File: config.mk
export PLATFORM = sky130hd
export DESIGN_NAME = exec_trace_buffer
export DESIGN_NICKNAME = d
export VERILOG_FILES = /design/src/rtl/exec_trace_buffer.sv
export SDC_FILE = /design/constraint.sdc
export NUM_CORES = 1
export LEC_CHECK = 0
export ABC_CLOCK_PERIOD_IN_PS = 8100
export CAP_MARGIN = 15
export CORE_UTILIZATION = 65
export CTS_BUF_LIST = sky130_fd_sc_hd__clkbuf_16
export CTS_CLUSTER_SIZE = 8
export DETAILED_ROUTE_END_ITERATION = 10
export HOLD_SLACK_MARGIN = 0.05
export PLACE_DENSITY = 0.85
export RECOVER_POWER = 100
export SYNTH_ARGS = -nofsm -noshare
export SYNTH_HDL_FRONTEND = slang
export SYNTH_SLANG_ARGS = --single-unit
File: constraint.sdc
create_clock -name clk -period 8.1 [get_ports clk]
set_clock_uncertainty 0.15 [all_clocks]
set_input_delay 1.62 -clock clk [delete_from_list [all_inputs] [get_ports clk]]
set_output_delay 1.62 -clock clk [all_outputs]
set_load 0.01 [all_outputs]
File: src/rtl/exec_trace_buffer.sv
// Execution trace buffer: captures processor per-cycle outputs into a circular buffer,
// freezes POST_TRIG entries after a trigger, then replays the window oldest-first.
module exec_trace_buffer #(
    parameter int unsigned DEPTH     = 16,
    parameter int unsigned ADDR_W    = 4,
    parameter int unsigned POST_TRIG = 4
) (
    input  logic              clk,
    input  logic              reset,
    input  logic              arm,
    input  logic [15:0]       Instr,
    input  logic [3:0]        Flags,
    input  logic [7:0]        ALUResult,
    input  logic              PCSrc,
    input  logic              trig_br_en,
    input  logic              trig_op_en,
    input  logic [3:0]        trig_opcode,
    output logic [28:0]       rd_data,
    output logic              rd_valid,
    input  logic              rd_ready,
    output logic [ADDR_W:0]   count,
    output logic [1:0]        state
);

    localparam int unsigned ENTRY_W = 29;
    localparam int unsigned CNT_W   = ADDR_W + 1;

    typedef enum logic [1:0] {
        IDLE  = 2'd0,
        ARMED = 2'd1,
        POST  = 2'd2,
        READ  = 2'd3
    } state_e;

    state_e              state_q, state_d;
    logic [ADDR_W-1:0]   wr_ptr_q, wr_ptr_d;
    logic [ADDR_W-1:0]   rd_ptr_q, rd_ptr_d;
    logic [CNT_W-1:0]    count_q, count_d;
    logic [ADDR_W-1:0]   post_cnt_q, post_cnt_d;
    logic                rd_valid_q, rd_valid_d;

    logic [ENTRY_W-1:0]  mem_q [DEPTH];
    logic                wr_en;
    logic [ENTRY_W-1:0]  wr_entry;
    logic                trig;
    logic [ADDR_W-1:0]   wr_ptr_inc;
    logic [CNT_W-1:0]    count_inc;
    logic [ADDR_W-1:0]   oldest_ptr;

    assign wr_entry   = {PCSrc, Flags, ALUResult, Instr};
    assign trig       = (trig_br_en & PCSrc) | (trig_op_en & (Instr[15:12] == trig_opcode));
    assign wr_ptr_inc = wr_ptr_q + ADDR_W'(1);
    assign count_inc  = (count_q == CNT_W'(DEPTH)) ? count_q : count_q + CNT_W'(1);
    // Oldest entry as seen after this cycle's write: wrapped buffer starts at the write pointer.
    assign oldest_ptr = (count_inc == CNT_W'(DEPTH)) ? wr_ptr_inc : '0;

    // Next-state and datapath control
    always_comb begin
        state_d    = state_q;
        wr_ptr_d   = wr_ptr_q;
        rd_ptr_d   = rd_ptr_q;
        count_d    = count_q;
        post_cnt_d = post_cnt_q;
        wr_en      = 1'b0;
        case (state_q)
            IDLE: begin
                if (arm) begin
                    state_d  = ARMED;
                    wr_ptr_d = '0;
                    count_d  = '0;
                end
            end
            ARMED: begin
                wr_en    = 1'b1;
                wr_ptr_d = wr_ptr_inc;
                count_d  = count_inc;
                if (trig) begin
                    if (POST_TRIG == 0) begin
                        state_d  = READ;
                        rd_ptr_d = oldest_ptr;
                    end else begin
                        state_d    = POST;
                        post_cnt_d = ADDR_W'(POST_TRIG);
                    end
                end
            end
            POST: begin
                wr_en      = 1'b1;
                wr_ptr_d   = wr_ptr_inc;
                count_d    = count_inc;
                post_cnt_d = post_cnt_q - ADDR_W'(1);
                if (post_cnt_q == ADDR_W'(1)) begin
                    state_d  = READ;
                    rd_ptr_d = oldest_ptr;
                end
            end
            READ: begin
                if (rd_valid_q && rd_ready) begin
                    rd_ptr_d = rd_ptr_q + ADDR_W'(1);
                    count_d  = count_q - CNT_W'(1);
                    if (count_q == CNT_W'(1)) begin
                        state_d = IDLE;
                    end
                end
            end
            default: state_d = IDLE;
        endcase
        rd_valid_d = (state_d == READ) && (count_d != '0);
    end

    // Control registers
    always_ff @(posedge clk) begin
        if (reset) begin
            state_q    <= IDLE;
            wr_ptr_q   <= '0;
            rd_ptr_q   <= '0;
            count_q    <= '0;
            post_cnt_q <= '0;
            rd_valid_q <= 1'b0;
        end else begin
            state_q    <= state_d;
            wr_ptr_q   <= wr_ptr_d;
            rd_ptr_q   <= rd_ptr_d;
            count_q    <= count_d;
            post_cnt_q <= post_cnt_d;
            rd_valid_q <= rd_valid_d;
        end
    end

    // Trace storage; contents are don't-care after reset
    always_ff @(posedge clk) begin
        if (wr_en) begin
            mem_q[wr_ptr_q] <= wr_entry;
        end
    end

    assign rd_data  = rd_valid_q ? mem_q[rd_ptr_q] : '0;
    assign rd_valid = rd_valid_q;
    assign count    = count_q;
    assign state    = state_q;

endmodule
==> run metrics, run 1 <==
status=finished with violations; failing checks=capacitance limit, slew limit; Total GRT Usage=between 30% and 40%; final WL=between 40 and 50 mm; worst path required time=between 6000 and 7000 ps; Hold Path Cell Cnt=2; fin util=76.8%; DP Worst Slack=2900 ps; PortBufs=75; post-synth top area cell=edfxtp_1; vias in the first global route=around 11000; Yosys warning count=0; final setup vio count=0; CTS tree=built; Synth Area in Compound Gates=1.82%; clock slew at reported path FFs=50 ps; final worst slack=around 1200 ps; Worst R2R Path Depth=5; Pwr Density=253 nW/um^2; sw power=approximately 1.2 mW; top area cells in the synthesized netlist=edfxtp_1 (72%), mux4_2 (17%), dfxtp_1 (2.5%); critical path's slowest cell=dfxtp_2; Final Instance Area=between 20000 and 25000 um^2; DP HPWL=roughly 22 mm; Die Footprint=30300 um^2; die width=~170 um; combinational power share=under 10%; Levels on crit path=5; crit end category=output port; Site Rows=62; initial antenna violation count=1; CTS Buf Count=70; vias per cell=~7; largest family of logic cells by synthesized area=multiplexers; Antenna Nets Post-Route=0; Initial Util=approximately 66%; # DRC=0; max incr delay on CP=~1700 ps; XOR/XNOR Fraction of Synth Area=less than 1%; Max-Cap Viols=19; placed cell area=slightly above 20000 um^2; element type at the critical path start=register; 1st-iter DRT viols=around 1300; EDFF count, synth=around 460; Hold WC Path Type=register to register; Pre-antenna DRT Iters=5; worst path bufs/invs=2; switching fraction of total power=between 20% and 30%; clk_lat worst skew=550 ps; RSZ-0062 raised after global routing=false; CP arrival=a little over 5000 ps; crit path cell chain=clkbuf_2 > mux4_2 > mux4_2 > and2_1 > clkdlybuf4s50_1; Die Y=around 170 um; share of layout cells above drive strength 1=between 20% and 30%; total gr overflow=0; first-pass GRT wire length=69.6 mm; post_cts resized=0; core area=28900 um^2; H-Tree Depth=3; Max IR drop VDD=about 0.16 mV; postcts setup bufs=0; Slew headroom=-81.8%; post-layout min period=about 6900 ps; vias=9997; Final Hold Vio Count=0; Clk network pwr share=between 40% and 50%; Clock Path Buffers=3; Slew Limit Fails=around 500; post-synth net total=943; largest net degree at the start of global routing=78; # IOs=between 70 and 80; CP Class=register to output port; Flop pwr share=a little over 50%; Max Freq=around 140 MHz; Final Net Count=about 1100; actual slew at the worst max-slew pin=~2700 ps; ant diodes=0; CP most frequent cell=mux4_2; leakage power=6.94 nW; Synth async-reset ratio=0%; Final Power=between 5 and 6 mW; clock root buffer=clkbuf_16; TNS Setup=0 ps; Post-Synth Adder-Cell Area=less than 1%; synthesized area per cell=around 22 um^2; Post-CTS Hold Buffers=0; DR WL/cell=about 33 um; critical path's top delay family=flip-flops; Mapped Cells=around 900; Seq cells post-synth=488; Most used DFF post-synth=edfxtp_1; CP Max Fanout=77; Simple-Gate Fraction of Synth Area=about 3.4%; share of the synthesized area in the top cell type=72.4%; mux cell area share after synthesis=between 15 and 20%; Area growth, synth to finish=15.6%; Tcrit/Tclk final=85.2%; sequential area share after synthesis=between 70% and 80%; Mapped Area=between 15000 and 20000 um^2; RePlAce Congestion=between 0.8 and 0.9; Int Power=4.44 mW; CTS Sinks=488; post-synth cell types=between 40 and 50
cell usage after synthesis (all sizes together) (4+ instances only):
| library cell | instances |
|---|---|
| nand2b | 14 |
| xor2 | 6 |
| nor2 | 36 |
| a21oi | 6 |
| nor3 | 5 |
| nand3 | 6 |
| ha | 15 |
| buf | 21 |
| edfxtp | 464 |
| a211oi | 6 |
| inv | 12 |
| dfxtp | 24 |
| o21ai | 11 |
| nand2 | 15 |
| xnor2 | 4 |
| mux4 | 145 |
| clkbuf | 25 |
| and2 | 30 |
| a32oi | 4 |
flip-flops by register name (all words and copies together) (netlist names), named ones only:
register	count
wr_ptr_q	4
mem_q	464
rd_valid	1
rd_ptr_q	4
count	5
post_cnt_q	4
state	2
stage by stage:
step           hold WS, ps  instances
6_report               356       1414
5_1_grt                389       1414
3_3_place_gp           332       1322
4_1_cts                352       1414
2_1_floorplan          312        889
3_5_place_dp           344       1322
cell usage in the layout (no fill, tap or decap), drive strengths merged, types with 5 or more instances in the layout:
cell type        n
a21oi            6
o21ai           11
nor2            36
nor3             5
a211oi           6
nand3            6
dlygate4sd3     55
clkdlybuf4s50   20
edfxtp         464
dfxtp           24
clkbuf          87
ha              15
and2            30
inv             33
xor2             6
mux4           145
nand2b          14
nand2           15
per-layer routing:
layer	part of all wire (%)	GRT usage, %
met5	0.028	0
met4	4.1	15.5
met3	9.5	5.34
met2	51	55.3
met1	35	42.0
final timing paths:
path | from | endpoint | slack (ps)
min | post_cnt_q[1] | post_cnt_q[1] | 360
min reg2reg | post_cnt_q[1] | post_cnt_q[1] | 360
max | register | rd_data[15] | 1200
max reg2reg | state[1] | mem_q[14][9] | 3620
power groups by stage:
stage	logic (mW)	clock network, mW	registers (mW)
final	0.230	2.55	2.83
after CTS	0.239	2.57	2.83
after global routing	0.245	2.66	2.83
after global placement	0.219	0	2.87
after floorplan	0.134	0	2.86
after detailed placement	0.230	0	2.87
logic make-up after synthesis:
group | after synthesis
flip-flops | 488
multiplexers | 145
AND/OR/NAND/NOR | 123
buffers and inverters | 58
AO/OA/AOI/OAI | 50
adder cells (fa/ha/maj) | 15
XOR/XNOR | 10
cell type report:
cell class                      instances  area [um^2]
Inverter                               12         45.0
Multi-Input combinational cell        343         4560
Clock inverter                         22          115
Sequential cell                       488        14400
Timing Repair Buffer                   95          851
Clock buffer                           70         1750
Tap cell                              384          480
Fill cell                            1389         6710
worst reg2reg max path: stages, from the launching register on:
cell and delay (ps):
dfxtp_1 440, inv_1 100, ha_1 510, nand2_1 230, nor2_1 1290, clkbuf_1 1350
(Power assumes the default switching activity.)
==> inputs of run 2 (changes only) <==
--- a/config.mk
+++ b/config.mk
@@ -7,12 +7,13 @@
 export LEC_CHECK = 0
 export ABC_CLOCK_PERIOD_IN_PS = 8100
 export CAP_MARGIN = 15
-export CORE_UTILIZATION = 65
+export CORE_MARGIN = 8
+export CORE_UTILIZATION = 61
 export CTS_BUF_LIST = sky130_fd_sc_hd__clkbuf_16
 export CTS_CLUSTER_SIZE = 8
 export DETAILED_ROUTE_END_ITERATION = 10
 export HOLD_SLACK_MARGIN = 0.05
-export PLACE_DENSITY = 0.85
+export PLACE_DENSITY = 0.81
 export RECOVER_POWER = 100
 export SYNTH_ARGS = -nofsm -noshare
 export SYNTH_HDL_FRONTEND = slang
==> run 2 against run 1 <==
The flow still finishes with violations (capacitance limit, slew limit). Via count is 3.1% lower. Register-to-register slack improved by 50 ps. Sequential share of layout area is 0.21 points lower. Cell count rose by 1.6%. Sequential power barely moved. Global-route usage down 8.2 points.
==> run metrics, run 2 (same netlist as run 1, synthesis figures left out) <==
clock slew at reported path FFs=approximately 50 ps; TNS Setup=0 ps; largest net degree at the start of global routing=65; die width=between 150 and 200 um; crit end category=output port; actual slew at the worst max-slew pin=roughly 2700 ps; Multi-input gate area=between 4000 and 5000 um^2; hold_ws=376 ps; final setup vio count=0; element type at the critical path start=register; RSZ-0062 raised after global routing=false; clock root buffer=clkbuf_16; Pre-antenna DRT Iters=5; most common cell after layout, fill and taps aside=edfxtp_1; final worst slack=2320 ps; total gr overflow=0; Hold Path Cell Cnt=2; H-Tree Depth=3; first-pass GRT wire length=67.4 mm; # IOs=76; DR WL/cell=about 32 um; Die Footprint=around 37000 um^2; Clock Path Buffers=3; Hold WC Path Type=register to register; Placed Instances=between 1000 and 1500; CTS tree=built; Total GRT Usage=around a quarter; # DRC=0; postcts setup bufs=0; vias=roughly 9700; Final Power=around 5.6 mW; leakage power=about 7.0 nW; CP Max Fanout=42; Antenna Nets Post-Route=0; worst hold endpoint=post_cnt_q[1]; Area growth, synth to finish=16.0%; PortBufs=75; CP arrival=around 4000 ps; fillers=~1700; CTS Sinks=roughly 500; status=finished with violations; vias in the first global route=between 10000 and 15000; Hold Startpoint=post_cnt_q[1]; most frequent cells in the layout=edfxtp_1 (464), mux4_2 (145), clkbuf_16 (71); Slew Limit Fails=402; 1st-iter DRT viols=1169; DP HPWL=~22 mm; Pwr Density=about 250 nW/um^2; share of layout cells above drive strength 1=22.8%; RePlAce Congestion=between 0.7 and 0.8; CP Class=register to output port; Final Hold Vio Count=0; post-layout min period=5780 ps; Max-Cap Viols=16; Worst R2R Path Depth=5; worst path required time=roughly 6300 ps; Sequential Area=about 14000 um^2; Initial Util=61.4%; final WL=around 46 mm; Largest Register=mem_q; Post-CTS Hold Buffers=0; Non-Filler Instances=between 1000 and 1500; Final Net Count=about 1100; max FFs per register=between 400 and 500; failing checks=capacitance limit, slew limit; post_cts resized=0; Reg2Reg Setup Slack=around 3700 ps; Die Y=194 um; Site Rows=65; initial antenna violation count=4; Slew headroom=-80.3%; Max IR drop VDD=between 0.15 and 0.2 mV; r2r startpoint=state[1]; clk_lat worst skew=about 550 ps; vias per cell=6.75; core area=around 31000 um^2; DP Worst Slack=2950 ps; R2R Path End=mem_q[8][3]; Max Freq=between 150 and 200 MHz; CTS Buf Count=70; Tcrit/Tclk final=between 70% and 80%
[run 2: worst max-delay path, stage by stage, from the launching register on]
cell           delay, ps
dfxtp_4              900
buf_4                600
mux4_2               610
mux4_2               460
and2_1               190
dlygate4sd3_1        630
[run 2: layout make-up]
class                      count  share of cell area, %
tap                          402                   2.26
sequential                   488                   64.7
inverter                      12                  0.202
clock inverter                20                  0.477
timing repair buffer          97                   3.88
clock buffer                  71                   7.97
antenna                        3                 0.0337
multi-input combinational    343                   20.5
[run 2: routing by layer]
layer / GRT usage (%) / part of all wire [%]
met1: 31.7 / 38
met2: 41.1 / 51
met3: 5.19 / 8.9
met4: 8.27 / 2.7
met5: 0 / 0.059
[run 2: worst max-delay path by stage]
stage | startpoint | to | slack (ps) | cells past startpoint
final | register | rd_data[22] | 2320 | 5
after global routing | register | rd_data[7] | 2030 | 5
after CTS | register | rd_data[22] | 2330 | 5
after detailed placement | register | rd_data[22] | 2950 | 5
after global placement | register | rd_data[20] | 3010 | 5
after floorplan | register | rd_data[10] | 4380 | 6
[run 2: power by group]
group | switching [mW] | internal (mW)
combinational | 0.131 | 0.0973
sequential | 0.0205 | 2.81
clock | 1.01 | 1.55
total | 1.16 | 4.46
[run 2: stage by stage]
stage | area (um^2) | utilization [%]
floorplan | 19200 | -
global placement | 20600 | 65.7
detailed placement | 20600 | 65.7
CTS | 22400 | 71.7
global route | 22300 | 71.2
finish | 22300 | 71.2
==> inputs of run 3 (changes only) <==
--- a/config.mk
+++ b/config.mk
@@ -5,15 +5,15 @@
 export SDC_FILE = /design/constraint.sdc
 export NUM_CORES = 1
 export LEC_CHECK = 0
-export ABC_CLOCK_PERIOD_IN_PS = 8100
+export ABC_CLOCK_PERIOD_IN_PS = 5500
 export CAP_MARGIN = 15
 export CORE_MARGIN = 8
-export CORE_UTILIZATION = 61
+export CORE_UTILIZATION = 60
 export CTS_BUF_LIST = sky130_fd_sc_hd__clkbuf_16
 export CTS_CLUSTER_SIZE = 8
 export DETAILED_ROUTE_END_ITERATION = 10
 export HOLD_SLACK_MARGIN = 0.05
-export PLACE_DENSITY = 0.81
+export PLACE_DENSITY = 0.8
 export RECOVER_POWER = 100
 export SYNTH_ARGS = -nofsm -noshare
 export SYNTH_HDL_FRONTEND = slang
==> constraint.sdc (replaced) <==
create_clock -name clk -period 5.5 [get_ports clk]
set_clock_uncertainty 0.15 [all_clocks]
set_input_delay 1.1 -clock clk [delete_from_list [all_inputs] [get_ports clk]]
set_output_delay 1.1 -clock clk [all_outputs]
set_load 0.01 [all_outputs]
==> run 3 against run 2 <==
Power grew 46%. Global-route usage shrank 1.1 points. Utilization shrank 0.52 points. Highest routed layer is now met4. Via count shrank 1.2%. Non-clock buffer count grew 2. Sequential share of layout area is essentially flat. Largest cell class unchanged. The flow still finishes with violations (capacitance limit, slew limit). Cell count shrank 0.14%. First-iteration DRC count shrank 18%. Die area grew 1.5%. Count of clock-buffer cells in the layout is the same.
==> run metrics, run 3 (same netlist as run 1, synthesis figures left out) <==
Final Hold Vio Count=0; post-layout min period=5050 ps; CP Class=register to output port; critical path's slowest cell=dfxtp_2; vias per cell=~6.7; Max Freq=about 200 MHz; CP arrival=3800 ps; vias in the first global route=just over 10000; Site Rows=65; post_cts resized=0; CTS tree=built; die width=just under 200 um; combinational power share=under 10%; total gr overflow=0; max incr delay on CP=approximately 1100 ps; sw power=roughly 1.7 mW; core area=31600 um^2; initial antenna violation count=0; Sequential Area=between 10000 and 15000 um^2; fillers=roughly 1800; Die Y=about 200 um; DP HPWL=22.2 mm; clock root buffer=clkbuf_16; CP most frequent cell=mux4_2; CP Max Fanout=about 50; leakage power=roughly 7.0 nW; Flop pwr share=50.7%; DR WL/cell=about 31 um; most common cell after layout, fill and taps aside=edfxtp_1; clock slew at reported path FFs=50 ps; Pwr Density=~370 nW/um^2; Hold WC Path Type=register to register; max FFs per register=between 400 and 500; 1st-iter DRT viols=962; DP Worst Slack=approximately 1300 ps; vias=between 9000 and 10000; final worst slack=about 450 ps; Pre-antenna DRT Iters=7; RePlAce Congestion=slightly above 0.8; postcts setup bufs=0; most frequent cells in the layout=edfxtp_1 (464), mux4_2 (145), clkbuf_16 (71); switching fraction of total power=about a fifth; Post-CTS Hold Buffers=0; Int Power=about 6.6 mW; # DRC=0; RSZ-0062 raised after global routing=false; Max-Cap Viols=20; worst path required time=roughly 4300 ps; final setup vio count=0; crit path cell chain=buf_12 > mux4_2 > mux4_2 > and2_1 > dlygate4sd3_1; # IOs=76; Final Net Count=1069; largest net degree at the start of global routing=50; failing checks=capacitance limit, slew limit; Area growth, synth to finish=16.0%; first-pass GRT wire length=between 60 and 70 mm; final WL=approximately 44 mm; Initial Util=between 60 and 70%; Total GRT Usage=a little under a quarter; actual slew at the worst max-slew pin=2990 ps; H-Tree Depth=3; critical path's top delay family=flip-flops; Max IR drop VDD=about 0.22 mV; Clock Path Buffers=3; Antenna Nets Post-Route=0; CTS Sinks=~490; element type at the critical path start=register; share of layout cells above drive strength 1=between 20% and 30%; worst path bufs/invs=2; Die Footprint=roughly 38000 um^2; hold_ws=about 370 ps; Largest Register=mem_q; Clk network pwr share=45.3%; TNS Setup=0 ps; Tcrit/Tclk final=slightly above 90%; status=finished with violations; CTS Buf Count=slightly above 70; Slew Limit Fails=361; PortBufs=75; crit end category=output port; Multi-input gate area=4540 um^2; clk_lat worst skew=between 500 and 600 ps; Slew headroom=-100%
-- run 3: cell count changes in the layout (fill, tap and decap cells not counted), sizes merged --
cell and delta:
clkdlybuf4s50 +11, clkinvlp +1, clkinv +3, inv -6
dlygate4sd3 -11, buf +3, diode -2, clkbuf -1
-- run 3: worst paths after layout --
kind                  from       endpoint  slack (ps)  depth (start not counted)
max reg2reg       state[1]  mem_q[12][23]         810                          5
min          post_cnt_q[3]  post_cnt_q[3]         370                          2
max               register     rd_data[5]         450                          5
min reg2reg  post_cnt_q[3]  post_cnt_q[3]         370                          2
-- run 3: final cells by class --
cell class / instances / area share [%]
sequential: 488 / 64.6
clock inverter: 18 / 0.477
inverter: 12 / 0.202
timing repair buffer: 99 / 4.13
tap: 402 / 2.25
clock buffer: 71 / 7.96
antenna: 1 / 0.0112
multi-input combinational: 343 / 20.3
-- run 3: power by group through the flow --
stage               Combinational (mW)  Sequential, mW  Clock [mW]
finish                           0.328            4.17        3.72
floorplan                        0.197            4.22           0
global route                     0.352            4.17        3.91
CTS                              0.347            4.17        3.77
detailed placement               0.339            4.23           0
global placement                 0.330            4.23           0
-- run 3: through the flow --
stage / std cells / power [mW] / area, um^2 / util, %
after CTS: 1433 / 8.28 / 22500 / 71.3
after detailed placement: 1344 / 4.57 / 20600 / 65.3
after global routing: 1433 / 8.43 / 22300 / 70.7
final: 1434 / 8.22 / 22300 / 70.7
after global placement: 1344 / 4.56 / 20600 / 65.3
after floorplan: 889 / 4.41 / 19200 / -
-- run 3: metal layers --
| layer | GRT usage (%) | vias up | share of wire, % |
|---|---|---|---|
| li1 | - | 3945 | - |
| met1 | 29.6 | 5003 | 38 |
| met2 | 40.2 | 518 | 52 |
| met3 | 4.38 | 108 | 7.6 |
| met4 | 8.51 | 0 | 2.9 |
| met5 | 0 | - | 0 |
-- run 3: worst min-delay path, stage by stage, from the launching register on --
cell and delay, ps:
dfxtp_1 320, o21ai_0 70, a31oi_1 70
